--- src/rtl/soc_mem_decoder.sv ---
// Address decoder that splits a simple memory command bus between on-chip RAM,
// an IO port with a handshake and timeout, and an error responder for unmapped space.
module soc_mem_decoder #(
    parameter int          RAM_AW   = 12,
    parameter int          TIMEOUT  = 255,
    parameter logic [31:0] ERR_DATA = 32'hDEAD_BEEF
) (
    input  logic              clk,
    input  logic              reset_,
    input  logic              mem_cmd_valid,
    output logic              mem_cmd_ready,
    input  logic              mem_cmd_instr,
    input  logic              mem_cmd_wr,
    input  logic [31:0]       mem_cmd_addr,
    input  logic [31:0]       mem_cmd_wdata,
    input  logic [3:0]        mem_cmd_be,
    output logic              mem_rsp_ready,
    output logic [31:0]       mem_rsp_rdata,
    output logic              ram_rd,
    output logic              ram_wr,
    output logic [RAM_AW-1:0] ram_addr,
    output logic [31:0]       ram_wdata,
    output logic [3:0]        ram_be,
    input  logic [31:0]       ram_rdata,
    output logic              io_cmd_valid,
    input  logic              io_cmd_ready,
    output logic              io_cmd_wr,
    output logic [31:0]       io_cmd_addr,
    output logic [31:0]       io_cmd_wdata,
    output logic [3:0]        io_cmd_be,
    input  logic              io_rsp_ready,
    input  logic [31:0]       io_rsp_rdata,
    output logic              bus_err
);

    typedef enum logic [2:0] {
        IDLE    = 3'd0,
        RAM_RD  = 3'd1,
        IO_CMD  = 3'd2,
        IO_RSP  = 3'd3,
        ERR_RSP = 3'd4
    } state_t;

    localparam logic [15:0] TMO_LAST = 16'(TIMEOUT - 1);

    state_t      state_reg;
    logic [15:0] tmo_cnt_reg;
    logic        accept;
    logic        is_ram;
    logic        is_io;
    logic        tmo_hit;
    logic        unused_bits;

    assign is_ram  = (mem_cmd_addr[31:28] == 4'h0);
    assign is_io   = (mem_cmd_addr[31:28] == 4'hF);
    assign accept  = (state_reg == IDLE) && mem_cmd_valid;
    assign tmo_hit = (tmo_cnt_reg == TMO_LAST);

    // RAM strobes are combinational so writes never cost a cycle of bus occupancy.
    assign mem_cmd_ready = (state_reg == IDLE);
    assign ram_wr        = accept && is_ram && mem_cmd_wr;
    assign ram_rd        = accept && is_ram && !mem_cmd_wr;
    assign ram_addr      = mem_cmd_addr[RAM_AW+1:2];
    assign ram_wdata     = mem_cmd_wdata;
    assign ram_be        = mem_cmd_be;

    assign unused_bits = ^{mem_cmd_instr, mem_cmd_addr[27:RAM_AW+2], mem_cmd_addr[1:0]};

    always_ff @(posedge clk or negedge reset_) begin
        if (!reset_) begin
            state_reg     <= IDLE;
            tmo_cnt_reg   <= 16'd0;
            mem_rsp_ready <= 1'b0;
            mem_rsp_rdata <= 32'd0;
            io_cmd_valid  <= 1'b0;
            io_cmd_wr     <= 1'b0;
            io_cmd_addr   <= 32'd0;
            io_cmd_wdata  <= 32'd0;
            io_cmd_be     <= 4'd0;
            bus_err       <= 1'b0;
        end else begin
            mem_rsp_ready <= 1'b0;
            bus_err       <= 1'b0;
            case (state_reg)
                IDLE: begin
                    if (mem_cmd_valid) begin
                        if (is_ram) begin
                            if (!mem_cmd_wr) state_reg <= RAM_RD;
                        end else if (is_io) begin
                            io_cmd_valid <= 1'b1;
                            io_cmd_wr    <= mem_cmd_wr;
                            io_cmd_addr  <= mem_cmd_addr;
                            io_cmd_wdata <= mem_cmd_wdata;
                            io_cmd_be    <= mem_cmd_be;
                            tmo_cnt_reg  <= 16'd0;
                            state_reg    <= IO_CMD;
                        end else begin
                            // Unmapped: error pulse next cycle; reads also get a response.
                            bus_err <= 1'b1;
                            if (!mem_cmd_wr) begin
                                mem_rsp_ready <= 1'b1;
                                mem_rsp_rdata <= ERR_DATA;
                                state_reg     <= ERR_RSP;
                            end
                        end
                    end
                end
                RAM_RD: begin
                    mem_rsp_ready <= 1'b1;
                    mem_rsp_rdata <= ram_rdata;
                    state_reg     <= IDLE;
                end
                IO_CMD: begin
                    if (io_cmd_ready) begin
                        io_cmd_valid <= 1'b0;
                        tmo_cnt_reg  <= 16'd0;
                        state_reg    <= io_cmd_wr ? IDLE : IO_RSP;
                    end else if (tmo_hit) begin
                        io_cmd_valid <= 1'b0;
                        bus_err      <= 1'b1;
                        if (!io_cmd_wr) begin
                            mem_rsp_ready <= 1'b1;
                            mem_rsp_rdata <= ERR_DATA;
                        end
                        state_reg <= IDLE;
                    end else begin
                        tmo_cnt_reg <= tmo_cnt_reg + 16'd1;
                    end
                end
                IO_RSP: begin
                    if (io_rsp_ready) begin
                        mem_rsp_ready <= 1'b1;
                        mem_rsp_rdata <= io_rsp_rdata;
                        state_reg     <= IDLE;
                    end else if (tmo_hit) begin
                        bus_err       <= 1'b1;
                        mem_rsp_ready <= 1'b1;
                        mem_rsp_rdata <= ERR_DATA;
                        state_reg     <= IDLE;
                    end else begin
                        tmo_cnt_reg <= tmo_cnt_reg + 16'd1;
                    end
                end
                ERR_RSP: state_reg <= IDLE;
                default: state_reg <= IDLE;
            endcase
        end
    end

endmodule
--- config.mk ---
export PLATFORM = sky130hd
export DESIGN_NAME = soc_mem_decoder
export DESIGN_NICKNAME = d
export VERILOG_FILES = /design/src/rtl/soc_mem_decoder.sv
export SDC_FILE = /design/constraint.sdc
export NUM_CORES = 1
export LEC_CHECK = 0
export ABC_AREA = 1
export CELL_PAD_IN_SITES_DETAIL_PLACEMENT = 0
export CELL_PAD_IN_SITES_GLOBAL_PLACEMENT = 1
export CORE_ASPECT_RATIO = 0.5
export CORE_MARGIN = 4
export CORE_UTILIZATION = 30
export CTS_CLUSTER_SIZE = 24
export DETAILED_ROUTE_END_ITERATION = 8
export HOLD_SLACK_MARGIN = 0.12
export PLACE_DENSITY_LB_ADDON = 0.12
export REMOVE_ABC_BUFFERS = 1
export SETUP_SLACK_MARGIN = 0.05
export SYNTH_ARGS = -nofsm -noshare
export SYNTH_HDL_FRONTEND = slang
export SYNTH_SLANG_ARGS = --single-unit
--- constraint.sdc ---
create_clock -name clk -period 2.7 [get_ports clk]
set_clock_uncertainty 0.2 [all_clocks]
set_input_delay 0.54 -clock clk [delete_from_list [all_inputs] [get_ports clk]]
set_output_delay 0.54 -clock clk [all_outputs]
set_load 0.03 [all_outputs]
Word-level counts from Yosys, hierarchy flattened
Index checks and enable logic that the tools add are counted.
Widths: inputs -> output; s select.

word-level totals
  bits in registers = 123
  output and inout port bits = 155
  input port bits = 139

cells by class
  muxes and demuxes = 49
  reduce and logical (&&, ||, !) cells = 15
  $add $sub $neg = 1
  bitwise operators = 1
  equal/unequal tests = 18

operators with widths
  operator               number
  $mux 32                9
  $pmux 32 s4            1
  $mux 16                6
  $pmux 16 s3            1
  $mux 3                 8
  $mux 1                 19
  $add 16x1->16 const B  1
  $eq 16x8->1 const B    1
  $ne 2x2->1 const B     8
  $reduce_and 5->1       2
  $ne 3x3->1 const B     3
  $pmux 3 s3             1
  $reduce_and 9->1       1
  $eq 3x2->1 const B     2
  $eq 4x4->1 const B     1
  $logic_and 1x1->1      4
  $logic_not 4->1        1
  $pmux 1 s4             1
  $reduce_and 4->1       1
  $reduce_bool 4->1      1
  $eq 3x1->1 const B     1
  $logic_not 3->1        1
  $ne 3x2->1 const B     1
  $pmux 1 s3             1
  8 further kinds        8

Depth between registers and ports, before layout
  depth in word-level cells = 5
  gate-level depth with buffers = 14

Worst setup path before layout
Ideal clock, no wire load.

  path type = register to output
  start point = register state_reg[2]
  end point = output port ram_rd
  slack = 0.664 ns
  data required time = 1.960 ns
  data arrival time = 1.296 ns
  cell stages (with the launch flop) = 6
  path buffers = 0
  path through = dfrtp_1 > nor2_1 > nand2_2 > nor2_1 > nand2_1 > nor2_1

between the ends
  word-level cells in the longest chain between the ends = 4

RTL lines
  element                          line  source
  from (decl)                      46    state_t state_reg;
  from (signal assigned)           117   state_reg <= io_cmd_wr ? IDLE : IO_RSP;
  $logic_not 3->1                  56    assign accept = (state_reg == IDLE) && mem_cmd_valid;
  $logic_and 1x1->1                56
  $logic_and 1x1->1 (2 in series)  62    assign ram_rd = accept && is_ram && !mem_cmd_wr;
  to (decl)                        19    output logic ram_rd,

Every way passes these cells.

Worst setup path after layout
  start point = input port mem_cmd_wdata[6]
  end point = output port ram_wdata[6]

RTL lines
  element      line  source
  from (decl)  15    input logic [31:0] mem_cmd_wdata,
  to (decl)    22    output logic [31:0] ram_wdata,

No word-level cell between the ends.

==> results.py <==
metrics = {
    "run_status": {
        "status": "finished clean",
    },
    "clocking": {
        "root_buffer": "clkbuf_16",
        "numCtsBuffers": 17,
        "max-clock-path-buffers": 2,
        "cts_max_level": 4,
        "cts_setup_buffers": 0,
        "cts.sinks": 123,
        "insertion_delay_ps": 410,
        "path_clk_slew_ps": 50,
        "cts_tree": "yes",
    },
    "critical_path": {
        "max_stage_delay_ps": 700,
        "worstPathRequired_ps": 1960,
        "cpLargestDelayFamily": "buffers and inverters",
        "cp-startpoint": "mem_cmd_wdata[6]",
        "ff2ff_path_depth": 13,
        "crit_end": "ram_wdata[6]",
        "r2r-end": "mem_rsp_rdata[8]",
        "cp.depth": 2,
        "crit_chain": "clkdlybuf4s50_1, clkdlybuf4s50_1",
        "path_buf_inv": 2,
        "r2r-start": "tmo_cnt_reg[0]",
        "path_max_fanout": 2,
        "reg2reg_slack_ps": 470,
        "cp_common_cell": "clkdlybuf4s50_1",
        "cp.arrival_ps": 1740,
        "cp-start-kind": "input pin",
        "crit_path_end_kind": "output port",
        "crit_type": "input pin to output port",
        "crit_slowest_cell": "clkdlybuf4s50_1",
    },
    "drt": {
        "antenna_left": 0,
        "drc": 0,
        "vias": 5412,
        "wirelength_um": 19410,
        "first_iter_violations": 277,
        "via_per_inst": 4.480,
        "firstDrtPassIters": 7,
        "wire_per_inst_um": 16.06,
    },
    "power_and_ir_drop": {
        "pwr-share-comb": 0.459,
        "pwr-share-clk": 0.251,
        "power.total_mw": 9.979,
        "power_density_mw_per_mm2": 1023,
        "leakagePower_nw": 4.306,
        "power.internal_mw": 6.138,
        "swShare": 0.3849,
        "seqPwrFrac": 0.290,
        "ir_worst_vdd_mv": 0.4328,
        "p_sw_mw": 3.841,
    },
    "floorplanning": {
        "dieHeight_um": 109.8,
        "start_util": 0.3124,
        "core.rowCount": 36,
        "core_area_mm2": 0.01991,
        "io_pins": 294,
        "fp.dieW_um": 211.6,
        "die-area_mm2": 0.02324,
    },
    "synth": {
        "ys_types": 31,
        "syn_area_per_cell_um2": 9.160,
        "ys_seq_area_frac": 0.4949,
        "synth-seq-cells": 123,
        "syn_inst": 679,
        "synthTopCellsByArea": "dfrtp_1 49%, mux2_2 12%, nand2_1 9.9%, buf_4 6.2%, nand3_1 5.6%",
        "yosys_warnings": 0,
        "syn_area_mm2": 0.006220,
        "synth_top_cell_by_area": "dfrtp_1",
        "yosys.area.top_type_share": 0.4949,
    },
    "global_routing": {
        "met3_usage": 0.05103,
        "gr-total-overflow": 0,
        "gr-max-usage-layer": "met2",
        "met1_usage": 0.2168,
        "grt_antenna_before_repair": 0,
        "grtUsageMet2": 0.2682,
        "grt_max_degree": 124,
        "track_usage": 0.1649,
        "grt_pass1_wl_um": 29950,
        "first_global_vias": 5415,
    },
    "timing": {
        "period_minus_slack_ps": 2482,
        "fin_crit_sh": 0.9193,
        "hold_viol": 0,
        "maxSlewViolCount": 0,
        "tightest_slew_ps": 719.5,
        "hold_slack_ps": 261.4,
        "rsz0062_at_grt": "false",
        "max_freq_mhz": 402.9,
        "slew_headroom": 0.5203,
        "setup_viol": 0,
    },
    "finish": {
        "final_common_cell": "clkdlybuf4s50_1",
        "largest_registers": "io_cmd_addr: 32 flops, io_cmd_wdata: 32 flops, mem_rsp_rdata: 32 flops",
        "area_delta_synth_final_pct": 56.85,
        "n_fill_cell": 1932,
        "final_cell_area_mm2": 0.009756,
        "layout_common_cells": "288 x clkdlybuf4s50_1, 163 x nand2_1, 123 x dfrtp_1",
        "antenna_cells": 0,
        "nets": 1070,
        "layout-drive-gt1-share": 0.1423,
    },
    "hold_path": {
        "hold_class": "register to register",
    },
    "placement": {
        "dp_hpwl_um": 14880,
        "portBuffers": 292,
        "dpl-instance-area_mm2": 0.009101,
        "gp_congestion": 0.8309,
    },
    "job": {
        "max_cap_violations": 0,
    },
}
power groups by stage:
stage	clock (mW)	combinational, mW	sequential [mW]
6_report	2.50	4.58	2.90
5_1_grt	2.67	4.88	3.00
4_1_cts	2.58	4.66	2.90
3_5_place_dp	0	4.65	2.92
3_3_place_gp	0	4.64	2.90
2_1_floorplan	0	1.05	4.23
routing by layer:
layer | wire length, µm | part of all wire
met2 | 9272 | 0.48
met5 | 0 | 0
met3 | 1353 | 0.070
met1 | 8570 | 0.44
met4 | 208 | 0.011
repair_timing:
item                       CTS  global route
resized for setup            1             0
setup endpoints to repair    1             0
hold buffers                 1             0
hold endpoints to repair   123             0
layout make-up:
type	instances	area, µm²	area share
inverter	50	187.7	0.01924
multi-input combinational	431	2440	0.2501
timing repair buffer	306	3072	0.3149
tap	266	332.8	0.03412
clock inverter	14	216.5	0.02219
clock buffer	18	429.2	0.04399
sequential	123	3078	0.3155
cell families after synthesis:
logic type,after synthesis,share of synthesized area
buf+inv,125,0.1133
simple gates,300,0.2094
fa+ha+maj,2,0.004023
compound gates,62,0.05834
flops,123,0.4949
xor+xnor,3,0.004225
mux,64,0.1159
cell usage after synthesis (all sizes together):
cell type / n
buf: 66
a22o: 8
o21bai: 3
nand2: 172
xor2: 1
inv: 49
nor3: 4
nand4: 4
o211ai: 5
xnor2: 2
nand3: 70
a31oi: 1
a21oi: 4
o22ai: 1
ha: 2
clkinv: 1
nand3b: 2
dfrtp: 123
o21ai: 40
mux2: 64
nor2: 48
clkbuf: 9
per-stage QoR:
step	utilization	std cells	setup TNS (ps)	setup slack, ps
CTS	0.4900	1208	0	193.4
global route	0.4900	1208	0	114.9
floorplan	-	604	-15660	-243.9
finish	0.4900	1208	0	217.8
detailed placement	0.4571	1175	0	153.7
global placement	0.4571	1175	0	148.9
how the worst min path moves through the flow:
stage / start / to / slack, ps / depth (start not counted)
2_1_floorplan: reset_ / bus_err / 40 / 0
3_3_place_gp: io_cmd_addr[30] / io_cmd_addr[30] / 250 / 2
3_5_place_dp: io_cmd_addr[29] / io_cmd_addr[29] / 250 / 2
4_1_cts: io_cmd_addr[29] / io_cmd_addr[29] / 270 / 2
5_1_grt: io_cmd_addr[29] / io_cmd_addr[29] / 300 / 2
6_report: io_cmd_addr[29] / io_cmd_addr[29] / 260 / 2
Power figures use the tool's default switching activity.
